--- config.mk ---
export PLATFORM = sky130hd
export DESIGN_NAME = calendar_date_counter
export DESIGN_NICKNAME = d
export VERILOG_FILES = /design/src/rtl/calendar_date_counter.sv
export SDC_FILE = /design/constraint.sdc
export NUM_CORES = 1
export LEC_CHECK = 0
export ABC_AREA = 1
export CAP_MARGIN = 20
export CORE_MARGIN = 2
export CORE_UTILIZATION = 45
export CTS_BUF_LIST = sky130_fd_sc_hd__clkbuf_2 sky130_fd_sc_hd__clkbuf_4 sky130_fd_sc_hd__clkbuf_8
export CTS_CLUSTER_DIAMETER = 60
export DETAILED_ROUTE_END_ITERATION = 12
export GPL_ROUTABILITY_DRIVEN = 0
export GPL_TIMING_DRIVEN = 0
export PLACE_DENSITY = 0.73
export SYNTH_ARGS = -nofsm -noshare
export SYNTH_HDL_FRONTEND = slang
export SYNTH_SLANG_ARGS = --single-unit
--- constraint.sdc ---
create_clock -name clk -period 3.23 [get_ports clk]
set_input_delay 0.646 -clock clk [delete_from_list [all_inputs] [get_ports clk]]
set_output_delay 0.646 -clock clk [all_outputs]
set_load 0.005 [all_outputs]
--- src/rtl/calendar_date_counter.sv ---
// Day/month/year calendar register that advances one day per day_tick.
// Leap years follow the Gregorian rule and are tracked through mod-4/100/400
// residue registers, so no divider is needed. Loads are validated by a small
// FSM that reduces the loaded year to its residues by repeated subtraction.
module calendar_date_counter #(
    parameter int YEAR_W   = 14,
    parameter int MIN_YEAR = 1,
    parameter int MAX_YEAR = 9999,
    parameter int RST_YEAR = 2000,
    parameter int RST_MON  = 1,
    parameter int RST_DAY  = 1
) (
    input  logic              clk,
    input  logic              rst_n,
    input  logic              day_tick,
    input  logic              load,
    input  logic [YEAR_W-1:0] ld_year,
    input  logic [3:0]        ld_mon,
    input  logic [4:0]        ld_day,
    output logic [YEAR_W-1:0] year,
    output logic [3:0]        mon,
    output logic [4:0]        day,
    output logic              leap,
    output logic [4:0]        dim,
    output logic              busy,
    output logic              load_ok,
    output logic              load_err,
    output logic              year_wrap,
    output logic              tick_lost
);

    // Year bounds widened by one bit so MAX_YEAR+1 never overflows a compare.
    localparam logic [YEAR_W:0]   MIN_Y    = (YEAR_W+1)'(MIN_YEAR);
    localparam logic [YEAR_W:0]   MAX_Y    = (YEAR_W+1)'(MAX_YEAR);
    localparam logic [YEAR_W-1:0] C400     = YEAR_W'(400);
    localparam logic [YEAR_W-1:0] C100     = YEAR_W'(100);

    // Residues of the reset year and the wrap year, fixed at elaboration.
    localparam logic [1:0] RST_R4   = 2'(RST_YEAR % 4);
    localparam logic [6:0] RST_R100 = 7'(RST_YEAR % 100);
    localparam logic [8:0] RST_R400 = 9'(RST_YEAR % 400);
    localparam logic [1:0] MIN_R4   = 2'(MIN_YEAR % 4);
    localparam logic [6:0] MIN_R100 = 7'(MIN_YEAR % 100);
    localparam logic [8:0] MIN_R400 = 9'(MIN_YEAR % 400);

    typedef enum logic [1:0] {IDLE, R400, R100, CHECK} state_t;

    state_t state, state_nx;

    logic [1:0]        r4;
    logic [6:0]        r100;
    logic [8:0]        r400;

    // Shadow copy of the date being loaded plus its working remainder.
    logic [YEAR_W-1:0] sh_year;
    logic [3:0]        sh_mon;
    logic [4:0]        sh_day;
    logic [YEAR_W-1:0] w;
    logic [8:0]        p400;
    logic [6:0]        p100;

    logic              p_leap;
    logic [4:0]        p_dim;
    logic              ld_valid;

    function automatic logic is_leap(input logic [1:0] m4, input logic [6:0] m100,
                                     input logic [8:0] m400);
        return ((m4 == 2'd0) && (m100 != 7'd0)) || (m400 == 9'd0);
    endfunction

    function automatic logic [4:0] days_in(input logic [3:0] m, input logic lp);
        case (m)
            4'd2:                      return lp ? 5'd29 : 5'd28;
            4'd4, 4'd6, 4'd9, 4'd11:   return 5'd30;
            default:                   return 5'd31;
        endcase
    endfunction

    assign leap = is_leap(r4, r100, r400);
    assign dim  = days_in(mon, leap);
    assign busy = (state != IDLE);

    // Calendar checks of the shadow date against the primed residues.
    assign p_leap   = is_leap(sh_year[1:0], p100, p400);
    assign p_dim    = days_in(sh_mon, p_leap);
    assign ld_valid = ({1'b0, sh_year} >= MIN_Y) && ({1'b0, sh_year} <= MAX_Y) &&
                      (sh_mon >= 4'd1) && (sh_mon <= 4'd12) &&
                      (sh_day >= 5'd1) && (sh_day <= p_dim);

    // Load FSM state register.
    always_ff @(posedge clk or negedge rst_n) begin
        if (!rst_n) state <= IDLE;
        else        state <= state_nx;
    end

    // Load FSM next state: reduce by 400s, then by 100s, then validate.
    always_comb begin
        state_nx = state;
        case (state)
            IDLE:    if (load) state_nx = R400;
            R400:    if (w < C400) state_nx = R100;
            R100:    if (w < C100) state_nx = CHECK;
            CHECK:   state_nx = IDLE;
            default: state_nx = IDLE;
        endcase
    end

    // Date, residues, load datapath and registered status pulses.
    always_ff @(posedge clk or negedge rst_n) begin
        if (!rst_n) begin
            year      <= YEAR_W'(RST_YEAR);
            mon       <= 4'(RST_MON);
            day       <= 5'(RST_DAY);
            r4        <= RST_R4;
            r100      <= RST_R100;
            r400      <= RST_R400;
            sh_year   <= '0;
            sh_mon    <= '0;
            sh_day    <= '0;
            w         <= '0;
            p400      <= '0;
            p100      <= '0;
            load_ok   <= 1'b0;
            load_err  <= 1'b0;
            year_wrap <= 1'b0;
            tick_lost <= 1'b0;
        end else begin
            load_ok   <= 1'b0;
            load_err  <= 1'b0;
            year_wrap <= 1'b0;
            // A tick is lost if a load is running or starting this cycle.
            tick_lost <= day_tick && ((state != IDLE) || load);
            case (state)
                IDLE: begin
                    if (load) begin
                        sh_year <= ld_year;
                        sh_mon  <= ld_mon;
                        sh_day  <= ld_day;
                        w       <= ld_year;
                    end else if (day_tick) begin
                        if (day < dim) begin
                            day <= day + 5'd1;
                        end else begin
                            day <= 5'd1;
                            if (mon < 4'd12) begin
                                mon <= mon + 4'd1;
                            end else begin
                                mon <= 4'd1;
                                if ({1'b0, year} < MAX_Y) begin
                                    year <= year + YEAR_W'(1);
                                    r4   <= r4 + 2'd1;
                                    r100 <= (r100 == 7'd99)  ? 7'd0 : r100 + 7'd1;
                                    r400 <= (r400 == 9'd399) ? 9'd0 : r400 + 9'd1;
                                end else begin
                                    year      <= YEAR_W'(MIN_YEAR);
                                    r4        <= MIN_R4;
                                    r100      <= MIN_R100;
                                    r400      <= MIN_R400;
                                    year_wrap <= 1'b1;
                                end
                            end
                        end
                    end
                end
                R400: begin
                    if (w >= C400) w <= w - C400;
                    else           p400 <= w[8:0];
                end
                R100: begin
                    if (w >= C100) w <= w - C100;
                    else           p100 <= w[6:0];
                end
                CHECK: begin
                    if (ld_valid) begin
                        year    <= sh_year;
                        mon     <= sh_mon;
                        day     <= sh_day;
                        r4      <= sh_year[1:0];
                        r100    <= p100;
                        r400    <= p400;
                        load_ok <= 1'b1;
                    end else begin
                        load_err <= 1'b1;
                    end
                end
                default: ;
            endcase
        end
    end

endmodule

* Word-level counts from Yosys, hierarchy flattened
Index checks and enable logic that the tools add are counted.
** Word-level totals
- Register bits :: 100
** Cells by class
- Muxes and demuxes :: 63
- $add $sub $neg :: 8
- Eq/ne operators :: 25
- Bitwise gates (word level) :: 2
- Reduce and logical (&&, ||, !) cells :: 31
- $lt $le $gt $ge :: 13
** Operators by type and width (count)
- $mux W14 :: 9
- $mux W9 :: 7
- $mux W7 :: 7
- $pmux W14 S3 :: 1
- $pmux W14 S2 :: 1
- $mux W4 :: 5
- $mux W5 :: 4
- $ne A2 B2 Y1 const B :: 10
- $logic_not A9 Y1 :: 2
- $mux W2 :: 9
- $pmux W9 S2 :: 1
- $eq A4 B3 Y1 const B :: 4
- $eq A4 B4 Y1 const B :: 4
- $add A14 B1 Y14 const B :: 1
- $ge A14 B1 Y1 const B :: 1
- $ge A14 B7 Y1 const B :: 1
- $ge A14 B9 Y1 const B :: 1
- $le A14 B14 Y1 const B :: 1
- $lt A14 B14 Y1 const B :: 1
- $lt A14 B7 Y1 const B :: 1
- $lt A14 B9 Y1 const B :: 1
- $pmux W7 S2 :: 1
- $reduce_bool A7 Y1 :: 2
- $sub A14 B7 Y14 const B :: 1
- 34 further kinds :: 66

* Logic depth before layout (Yosys ltp)
Gate-level depths: netlist (run 1).
- Depth after elaboration :: 10
- Gate-level depth with buffers :: 19

* Worst setup path after synthesis (run 1)
OpenSTA, ideal clock, no wires.
- Path kind :: reg-to-reg
- From :: register p100[5]
- To :: register mon[2]
- Period minus slack after synthesis :: 2.241 ns
- Library setup time :: 0.117 ns
- Path buffers :: 0
- Cell stages (with the launch flop) :: 19
- Data required time :: 3.113 ns
- Data arrival time :: 2.124 ns
- Path slack :: 0.989 ns
- Path through :: dfrtp_1 nor4_1 a21oi_1 a31oi_1 nand2_1 nand2_1 inv_1 ha_1 nand2_1 nand4_1 nor2_1 nor2_1 nand3_1 nand2_2 nand2_4 inv_1 nand2_1 nand2_1 nand2_1
** On the way
- Longest elaborated chain between the ends :: 9
** Ends and longest elaborated chain
- from (decl) :: RTL line 60 : logic [6:0] p100;
- from (signal assigned) :: RTL line 171 : else p100 <= w[6:0];
- $reduce_bool A7 Y1 :: RTL line 68 : return ((m4 == 2'd0) && (m100 != 7'd0)) || (m400 == 9'd0);
- $logic_and A1 B1 Y1 :: RTL line 68
- $logic_or A1 B1 Y1 :: RTL line 68
- $mux W1 :: RTL line 73 : 4'd2: return lp ? 5'd29 : 5'd28;
- $pmux W2 S2 :: RTL line 72 : case (m)
- $le A5 B5 Y1 :: RTL line 88 : (sh_day >= 5'd1) && (sh_day <= p_dim);
- $logic_and A1 B1 Y1 :: RTL line 88
- $ne A2 B2 Y1 (no line)
- $reduce_and A5 Y1 (no line)
- to (signal assigned) :: RTL line 112 : mon <= 4'(RST_MON);
- to (signal assigned) :: RTL line 146 : mon <= mon + 4'd1;
- to (signal assigned) :: RTL line 176 : mon <= sh_mon;
- to (decl) :: RTL line 21 : output logic [3:0] mon,
Every way passes these cells.
A chain may end at the register's enable or synchronous reset.

* Worst setup path in the final report (run 1)
- From :: register mon[0]
- To :: output port dim[0]
** On the way
- Longest elaborated chain between the ends :: 3
- Elaborated cells on any way between the ends :: 7
- Classes of those cells :: eq/ne: 5; mux: 1; reduce/logical: 1
** Ends and longest elaborated chain
- $eq A4 B3 Y1 / $eq A4 B4 Y1 (equally long branches) :: RTL line 72
- $reduce_or A4 Y1 :: RTL line 72
- $pmux W2 S2 * :: RTL line 72
- to (decl) :: RTL line 24 : output logic [4:0] dim,
Every way passes the cells marked *; elsewhere a longest branch is shown, timed or not.

==> metrics.cfg, run 1 <==
[clock_network]
cts_tree=done
clk_pin_slew_worst_paths_ps=100
cts_setup_buffers=0
ctsResizeCount=0
holdBufCountCts=0
cts_htree_levels=3
numClockSinks=100
cts_buffer_depth=2
cts-root-buf=clkbuf_8
cts_buffers=9
clk_latency_ps=380

[route]
via_per_inst=5.18
wl_per_cell_um=14.7
drtAntennaViolNets=0
first_pass_iters=5
routed_wirelength_mm=17.5
drc_errors=0
vias=6170
drt_iter0_drc=497

[setup_path]
crit_buf_inv=2
r2r_slack_ps=540
crit_required_ps=2580
r2r_start=p100[5]
crit_top_cell=nand2_1
cp_slowest_cell=dfstp_2
cp-startpoint=mon[0]
r2r_cells=18
start_kind=flip-flop
slowest_delay_ps=610
arrival_ps=2210
path_delay_family=flip-flops
crit_type=reg -> out
crit_chain=inv_1 > ha_1 > o21ai_0 > nand2_1 > nand2_1 > and2_1 > clkdlybuf4s50_1
crit_fanout=7
r2r_end=r400[4]
worstSetupEndpointType=output pin

[timing]
setup_viol=0
fin_skew_ps=12.4
tightest_slew_ps=563
fin_tns_setup_ps=0
post-route-period-util_pct=88.3
fin_crit_ps=2850
rsz0062_at_grt=false
max_freq_mhz=351
worst_slew_margin_rel_pct=62.5
hold_viol_final=0
drv_slew=0

[synthesis]
synth_area_um2=6540
yosys_register_bits=100
synth-edff-count=0
ys_warn_count=0
async_reset_ff_share_pct=100
synth_flop_cell=dfrtp_1
syn_area_per_cell_um2=7.02
synth_cell_types=48
ys_seq_area_share_pct=38.4
syn_inst=932

[power]
peakVddDrop_mv=0.491
fin_total_pwr_mw=7.44
p_leak_nw=3.71
p_per_area_nw_per_um2=982

[floorplanning]
dieArea_um2=15500
initial_utilization_pct=45.5
rows=44
die_y_um=125
die_w_um=125
io_pins=61
coreArea_um2=14400

[status]
outcome=finished clean

[global_route]
first_global_vias=5848
grt_pass1_wl_mm=29.5
grt_remaining_overflow=0
grt_antenna_before_repair=0
grt_max_degree=67
track_usage_pct=23.3

[cells_and_area]
nFillCells=1421
multi_input_area_um2=3480
synthToLayoutAreaGrowth_pct=15.7
regArea_um2=2510
fin_nets=1055
design_area_um2=7570
drive_gt1_share_pct=8.04
post_layout_nonfiller_instances=1191
n_antenna_cell=0

[flow_run]
maxCapViolCount=0

[placement]
dpl_cell_area_um2=7370
io_buffers=57
dp.cells=1176
hpwl_mm=13.1

[min_path]
hold_path.class=in -> async

==> final cells by class <==
cell class              instances  area share, %
multi-input cells             709           45.9
flip-flops and latches        100           33.2
well taps                     184           3.04
inverters                      90           4.50
clock inverters                 4          0.661
clock buffers                  11           1.92
repair buffers                 58           7.87
plain buffers                  35           2.89
==> cell usage after synthesis (2+ instances only) <==
cell        n  share of area [%]
nand3_2     6               0.92
xor2_1     10                1.3
a22oi_1     2               0.23
nand3_1    93                7.1
dfrtp_1    92                 35
nand4_1    19                1.8
nand3b_1    3               0.34
nor2_1     73                4.2
nand2_4     2               0.34
o32ai_1     2               0.27
buf_2       4               0.31
dfstp_2     8                3.2
o21ai_1     6               0.46
a21oi_1    16                1.2
ha_1       25                4.8
nor2_2      4               0.38
buf_4      10                1.1
inv_1      80                4.6
nor4_1      2               0.19
nand2_1   325                 19
buf_6       6                1.0
xnor2_1     3               0.40
nor3_1     11               0.84
o22ai_1     2               0.19
o21ai_0    73                5.6
clkinv_1    2               0.11
a31oi_1     5               0.48
inv_2       7               0.40
nand2_2     5               0.48
clkbuf_1   15               0.86
nor2_4      2               0.34
or2_2       3               0.29
==> stage by stage <==
stage	hold slack, ps	setup WS (ps)	utilization [%]
after global placement	456	-2410	51.1
after CTS	237	356	52.7
after floorplan	350	989	-
after detailed placement	460	554	51.3
after global routing	244	234	52.7
final	221	377	52.7
==> cell families after synthesis <==
family	Yosys count	synth area share [%]
AO/OA/AOI/OAI	114	9.43
buffers and inverters	125	8.55
flip-flops	100	38.4
XOR/XNOR	13	1.74
other	1	0.0573
adder cells (fa/ha/maj)	25	4.78
AND/OR/NAND/NOR	554	37.0
==> worst max path at each step <==
stage,endpoint,cells after the start
detailed placement,r400[4],9
global placement,mon[2],1
floorplan,mon[2],18
global route,dim[0],7
finish,dim[0],7
CTS,dim[0],7
==> worst register-to-register path: stages (launching register included) <==
cell and delay, ps:
dfrtp_1 410, nor4_1 290, a21oi_1 130, a31oi_1 190, nand2_1 70, nand2_1 60
inv_1 40, ha_1 260, nand2_1 50, nand4_1 80, nor2_1 50, nor2_1 150
nand3_1 100, nand2_2 100, nand2_4 100, nor2_4 170, buf_4 210, nand3_1 100
nand2_1 80
==> registers in the layout, summed over array words and instances, names as in the netlist <==
signal     cells
load_ok        1
sh_mon         4
sh_day         5
state          2
year          14
p400           9
load_err       1
r400           9
r4             2
tick_lost      1
day            5
r100           7
w             14
year_wrap      1
mon            4
p100           7
sh_year       14
==> routing by layer <==
layer / share of wire [%] / global-route usage (%) / wire length (um) / up-vias
li1: - / - / - / 3144
met1: 46 / 32.6 / 8040 / 2832
met2: 47 / 38.0 / 8280 / 176
met3: 5.3 / 3.05 / 929 / 18
met4: 1.2 / 6.54 / 216 / 0
met5: 0 / 0 / 0 / -
==> cell usage in the layout, fill, tap and decap left out, types with 11 or more instances in the layout <==
cell type / count
a21oi_1: 16
nor3_1: 11
nor2_1: 73
inv_1: 80
ha_1: 25
buf_4: 11
clkdlybuf4s50_1: 56
nand3_1: 93
nand4_1: 19
nand2_1: 325
clkbuf_1: 15
dfrtp_1: 92
o21ai_0: 73
==> power breakdown <==
part	internal [mW]	switching (mW)	leakage, nW	total, mW
clock	0.383	0.445	0.0948	0.828
sequential	1.83	0.613	1.28	2.44
combinational	1.63	2.54	2.33	4.16
total	3.84	3.60	3.71	7.44
Power figures use the tool's default switching activity.
==> inputs of run 2 (changes only) <==
- GPL_TIMING_DRIVEN: 0 -> default
==> run 2 against run 1 <==
Net effect:
- hold slack improved by 50 ps
- largest power group unchanged
- wire length decreased by 4.7%
- first-iteration DRC count is 11% higher
- largest cell class unchanged
==> metrics.cfg, run 2 (synthesis gave the netlist of run 1 again) <==
[global_route]
grt_antenna_before_repair=0  ; unchanged
grt_pass1_wl_mm=28.0  ; -5.3%
grt_max_degree=47  ; -30%
grt_remaining_overflow=0  ; unchanged
track_usage_pct=21.9  ; -1.4 points
first_global_vias=5575  ; -4.7%

[clock_network]
numClockSinks=100  ; unchanged
cts_setup_buffers=0  ; unchanged
cts_buffers=9  ; unchanged
cts_tree=done
ctsResizeCount=0  ; unchanged
cts_buffer_depth=2  ; unchanged
cts-root-buf=clkbuf_8
clk_latency_ps=380  ; about the same
cts_htree_levels=3  ; unchanged
holdBufCountCts=0  ; unchanged
clk_pin_slew_worst_paths_ps=100  ; about the same

[route]
routed_wirelength_mm=16.6  ; -4.7%
vias=6097  ; -1.2%
first_pass_iters=5  ; unchanged
drt_iter0_drc=553  ; +11%
drtAntennaViolNets=0  ; unchanged
drc_errors=0  ; unchanged
wl_per_cell_um=14.3  ; -2.7%
via_per_inst=5.23  ; +0.94%

[setup_path]
arrival_ps=2190  ; -20 ps
r2r_slack_ps=440  ; -100 ps
path_delay_family=flip-flops
crit_required_ps=2580  ; about the same
crit_chain=inv_1 > ha_1 > o21ai_0 > nand2_1 > nand2_1 > and2_1 > clkdlybuf4s50_1
crit_type=reg -> out
crit_fanout=7  ; unchanged
crit_buf_inv=2  ; unchanged
r2r_end=r400[5]
crit_top_cell=nand2_1
cp_slowest_cell=dfstp_2
worstSetupEndpointType=output pin
slowest_delay_ps=610  ; about the same
start_kind=flip-flop
r2r_cells=18  ; unchanged
r2r_start=p100[5]

[floorplanning]
rows=44  ; unchanged
io_pins=61  ; unchanged
initial_utilization_pct=45.5  ; unchanged
die_y_um=125  ; unchanged
coreArea_um2=14400  ; unchanged
dieArea_um2=15500  ; unchanged
die_w_um=125  ; unchanged

[timing]
tightest_slew_ps=614  ; +50.7 ps
setup_viol=0  ; unchanged
drv_slew=0  ; unchanged
fin_crit_ps=2840  ; -16.7 ps
fin_skew_ps=16.1  ; +3.74 ps
hold_viol_final=0  ; unchanged
max_freq_mhz=353  ; +0.59%
worst_slew_margin_rel_pct=59.1  ; -3.4 points
post-route-period-util_pct=87.8  ; -0.52 points
fin_tns_setup_ps=0  ; unchanged
rsz0062_at_grt=false

[cells_and_area]
largest_registers=sh_year: 14 flops, w: 14 flops, year: 14 flops
n_antenna_cell=0  ; unchanged
fin_nets=1029  ; -2.5%
layout_commonest_cell=nand2_1
design_area_um2=7420  ; -2.0%
drive_gt1_share_pct=7.23  ; -0.81 points
final_cell_mix=nand2_1, nand3_1, dfrtp_1
synthToLayoutAreaGrowth_pct=13.4

[power]
p_per_area_nw_per_um2=976  ; -0.62%
peakVddDrop_mv=0.508  ; +3.4%
p_leak_nw=3.64  ; -1.9%

[flow_run]
maxCapViolCount=0  ; unchanged

[placement]
dpl_cell_area_um2=7220  ; -2.2%
io_buffers=57  ; unchanged
hpwl_mm=12.4  ; -5.9%

[min_path]
hold_path.class=in -> async

[status]
outcome=finished clean

==> run 2: cell count changes in the layout (fill, tap and decap cells not counted) <==
cell      delta
buf_12       +1
buf_16       -1
buf_2        -4
buf_4        -1
buf_6        -6
clkbuf_1    -15
clkbuf_4     -1
clkinv_2     +1
clkinv_4     +1
==> run 2: layout make-up <==
| type | instances | area, um^2 |
|---|---|---|
| fillers | 1421 | 6950 |
| multi-input cells | 709 | 3480 |
| flip-flops and latches | 100 | 2510 |
| repair buffers | 67 | 656 |
| inverters | 90 | 340 |
| well taps | 184 | 230 |
| clock buffers | 10 | 138 |
| clock inverters | 6 | 63.8 |
==> run 2: per-layer routing <==
| layer | routed length [um] | vias up | GRT usage (%) |
|---|---|---|---|
| li1 | - | 3091 | - |
| met2 | 7600 | 168 | 33.6 |
| met4 | 404 | 0 | 6.68 |
| met5 | 0 | - | 0 |
| met1 | 7720 | 2805 | 31.5 |
| met3 | 913 | 33 | 4.21 |
==> run 2: power breakdown <==
part	internal [mW]	switching (mW)	leakage (nW)
sequential	1.83	0.675	1.28
clock	0.378	0.447	0.0983
combinational	1.52	2.39	2.26
==> run 2: worst max-delay path by stage <==
stage	end	slack (ps)	from	cells after the start
floorplan	mon[2]	990	p100[5]	18
global placement	r100[6]	560	p100[5]	18
detailed placement	r400[5]	480	p100[5]	18
CTS	dim[0]	350	mon[0]	7
global route	r400[4]	200	p100[5]	18
finish	dim[0]	390	mon[0]	7
==> run 2: stage by stage <==
| stage | hold slack [ps] | cells | setup WS [ps] | total power, mW | utilization [%] |
|---|---|---|---|---|---|
| after floorplan | 350 | 934 | 989 | 5.17 | - |
| after global placement | 457 | 1150 | 563 | 6.33 | 50.2 |
| after detailed placement | 463 | 1150 | 479 | 6.40 | 50.2 |
| after CTS | 274 | 1166 | 353 | 7.24 | 51.6 |
| after global routing | 296 | 1166 | 197 | 7.93 | 51.6 |
| final | 272 | 1166 | 394 | 7.24 | 51.6 |
==> variant 1, RTL diff (config.mk and constraints of run 2) <==
The output `tick_lost` loses its register stage (`tick_lost` becomes a continuous assignment).
--- a/src/rtl/calendar_date_counter.sv
+++ b/src/rtl/calendar_date_counter.sv
@@ -125,3 +125,2 @@
             year_wrap <= 1'b0;
-            tick_lost <= 1'b0;
         end else begin
@@ -131,3 +130,2 @@
             // A tick is lost if a load is running or starting this cycle.
-            tick_lost <= day_tick && ((state != IDLE) || load);
             case (state)
@@ -190,2 +188,4 @@
 
+    assign tick_lost = day_tick && ((state != IDLE) || load);
+
 endmodule
Formal check against the unedited RTL: not equivalent (a bounded check fails within 4 cycles, from zero or initial values and one cycle with rst_n low).
==> variant 1 against run 2 <==
- synthesized cell count fell by 0.11%
- critical endpoint unchanged
- wire length up 0.54%
- critical path type unchanged
- die area fell by 0.37%
- area after synthesis decreased by 0.38%
- clock skew down 8.3 ps
- total power shrank 1.2%
- sequential share of layout area decreased by 0.075 points
- sequential cell count decreased by 1
- first-iteration DRC count shrank 13%
- design area is 0.78% lower
- final cell count fell by 0.43%
- setup slack got worse by 40 ps
==> variant 1: results (changes against run 2) <==
Power and ir drop
  • Total leakage power: 3.623 nW (was 3.637 nW)
  • Worst vdd ir: 0.5747 mV (was 0.5080 mV)
  • Register share of total power: 0.347 (was 0.346)
  • Pint: 0.003673 W (was 0.003727 W)
  • Clock group total power: 0.000751 W (was 0.000825 W)
  • Switching Share: 0.4863 (was 0.4852)

Layout
  • Area growth syn-to-layout: 12.94% (was 13.39%)
  • Fillcell total: 1431 (was 1421)
  • Share of post-route cells with drive strength above 1: 0.07238 (was 0.07230)
  • Final #Nets: 1028 (was 1029)
  • Top flop regs: sh_year x14, w x14, year x14 (unchanged)
  • Finished Layout Cells: 1161 (was 1166)
  • Diode count: 0 (unchanged)

GRT
  • Antenna violations before repair: 0 (unchanged)
  • First-pass GRT wire length: 27910 um (was 27970 um)
  • Largest net degree at the start of global routing: 55 (was 47)
  • All-Layer GR Usage: 0.2190 (was 0.2191)
  • Vias in the first global route: 5537 (was 5575)

Setup path
  • FF-to-FF Start: p100[5]$_DFFE_PN0P_ (unchanged)
  • Reg2reg setup slack: 490 ps (was 440 ps)
  • Crit path DAT: 2230 ps (was 2190 ps)
  • FF-to-FF End: r4[0]$_DFFE_PN0P_ (was r400[5]$_DFFE_PN0P_)
  • Max stage delay on crit path: 630 ps (was 610 ps)

Run status
  • Outcome: finished, final reports clean (unchanged)

Synthesis
  • Top post-synthesis cells by area: dfrtp_1, nand2_1, nand3_1, o21ai_0, ha_1 (unchanged)
  • Post-Synth Adder-Cell Area: 0.04800 (was 0.04782)
  • Synthesized instance count: 931 (was 932)
  • List of most frequent post-synthesis cells: nand2_1, nand3_1, dfrtp_1, inv_1 (unchanged)
  • Yosys warnings: 0 (unchanged)
  • Sequential area share after synthesis: 0.3817 (was 0.3841)
  • Synth Area in XOR/XNOR: 0.01747 (was 0.01741)

Drt
  • Vias per inst: 5.223 (was 5.229)
  • First-pass DRT Iterations: 4 (was 5)
  • Drt wl/cell: 14.40 um (was 14.27 um)
  • Initial DRC Count: 479 (was 553)

Clocking
  • Clock transition at path regs: 90 ps
  • Num CTS Buffers: 9 (unchanged)

Placed design
  • Placed Area: 0.007186 mm2 (was 0.007216 mm2)
  • Dpl hpwl: 12160 um (was 12360 um)
  • Pre-CTS WS: 533.8 ps (was 478.9 ps)
  • Inst Count DP: 1145 (was 1150)

Timing
  • Worst Hold Margin: 281.0 ps (was 271.6 ps)
  • Worst-Margin Slew: 608.8 ps (was 613.9 ps)
  • Minimum clock period: 2876 ps (was 2836 ps)
  • Fin Clk Skew: 7.889 ps (was 16.15 ps)
[variant 1: cell types whose count changed after synthesis]
cell / change
dfrtp_1: -1
[variant 1: layer usage]
metal  up-vias  routed length [um]  track usage
li1       3100                   -            -
met1      2778                7975       0.3182
met2       159                7463       0.3391
met3        27                 873      0.02277
met4         0                 410      0.08063
met5         -                   0            0
[variant 1: layout make-up]
type                       count  share of cell area
multi-input combinational    709              0.4725
sequential                    99              0.3380
tap                          180             0.03060
clock buffer                  15             0.02295
inverter                      90             0.04624
timing repair buffer          67             0.08909
clock inverter                 1           0.0006800
[variant 1: critical path: cells and delay by family (launching register included)]
| family | cells | cell delay (ps) |
|---|---|---|
| flops | 1 | 630 |
| buf+inv | 2 | 590 |
| simple gates | 3 | 280 |
| compound gates | 1 | 150 |
| fa+ha+maj | 1 | 210 |
[variant 1: cell families (layout without fill, tap and decap cells)]
group,Yosys count,in the layout
simple gates,554,554
buf+inv,125,173
flops,99,99
fa+ha+maj,25,25
xor+xnor,13,13
compound gates,114,114
other cells,1,3
==> variant 2, RTL diff (config.mk and constraints of run 2) <==
Made on the original files. Change the parameter `RST_YEAR` from 2000 to 1500.
--- a/src/rtl/calendar_date_counter.sv
+++ b/src/rtl/calendar_date_counter.sv
@@ -8,3 +8,3 @@
     parameter int MAX_YEAR = 9999,
-    parameter int RST_YEAR = 2000,
+    parameter int RST_YEAR = 1500,
     parameter int RST_MON  = 1,
Function: changed (a bounded check fails within 4 cycles, from zero or initial values and one cycle with rst_n low).
==> variant 2 against run 2 <==
- total power fell by 0.33%
- design area barely moved
- critical endpoint unchanged
- area after synthesis barely moved
- wire length rose by 0.39%
- sequential cell count did not move
- synthesized cell count did not move
- setup slack got worse by 33 ps
- largest power group unchanged
==> variant 2: results (changes against run 2) <==
Timing
  • Worst-Margin Slew: 553.8 ps (was 613.9 ps)
  • Worst Hold Margin: 290.7 ps (was 271.6 ps)
  • Minimum clock period: 2868 ps (was 2836 ps)
  • Fin Clk Skew: 11.40 ps (was 16.15 ps)

GRT
  • Met2 Use GR: 0.3632 (was 0.3359)
  • All-Layer GR Usage: 0.2227 (was 0.2191)
  • Vias in the first global route: 5694 (was 5575)
  • Largest net degree at the start of global routing: 101 (was 47)
  • M1 GR Usage: 0.3072 (was 0.3147)

Power and ir drop
  • Worst vdd ir: 0.5056 mV (was 0.5080 mV)
  • Comb power frac: 0.546 (was 0.540)
  • Pint: 0.003690 W (was 0.003727 W)

Layout
  • Final clock-cell share: 0.02462 (was 0.02716)
  • Register share of the cell area: 0.3395 (was 0.3387)
  • Non-clock buffer count in the final layout: 68 (was 67)
  • Clock buffer cells: 11 (was 10)
  • Fillcell total: 1409 (was 1421)

Setup path
  • Reg2reg setup slack: 510 ps (was 440 ps)
  • FF-to-FF End: year[4]$_DFFE_PN1P_ (was r400[5]$_DFFE_PN0P_)
  • Crit path DAT: 2220 ps (was 2190 ps)

Drt
  • Vias per inst: 5.210 (was 5.229)
  • M1 wire length: 7884 um (was 7720 um)
  • Initial DRC Count: 476 (was 553)
  • Met3 Routed Length: 733 um (was 913 um)

Synthesis
  • Sequential area share after synthesis: 0.3847 (was 0.3841)
  • Synth Area in XOR/XNOR: 0.01739 (was 0.01741)
  • List of most frequent post-synthesis cells: nand2_1, nand3_1, dfrtp_1, inv_1 (unchanged)
  • Synth Area in Compound Gates: 0.09421 (was 0.09430)
  • Top post-synthesis cells by area: dfrtp_1, nand2_1, nand3_1, o21ai_0, dfstp_2 (was dfrtp_1, nand2_1, nand3_1, o21ai_0, ha_1)

Placed design
  • Dpl hpwl: 12010 um (was 12360 um)
  • Pre-CTS WS: 301.6 ps (was 478.9 ps)

Run status
  • Outcome: finished, final reports clean (unchanged)
[variant 2: cell types whose count changed after synthesis]
cell	change
dfrtp_1	-5
dfstp_2	+5
[variant 2: metrics by stage]
stage / instance area (um2) / power [W] / utilization / cells
final: 7420 / 0.007217 / 0.5164 / 1167
after global routing: 7420 / 0.007929 / 0.5164 / 1167
after CTS: 7412 / 0.007196 / 0.5158 / 1167
after detailed placement: 7229 / 0.006420 / 0.5031 / 1151
after global placement: 7229 / 0.006360 / 0.5031 / 1151
after floorplan: 6555 / 0.005186 / - / 934
[variant 2: worst register-to-register path: stages (launching register included)]
cell     delay [ps]
dfrtp_1         410
nor4_1          310
a21oi_1         120
a31oi_1         190
nand2_1          70
nand2_1          60
inv_1            40
ha_1            260
nand2_1          50
nand4_1          60
nor2_1           40
nor2_1          130
nand3_1         100
nand2_2         110
nand2_4         110
nor2_4           90
buf_4           320
nand3_1         130
nand2_1          90
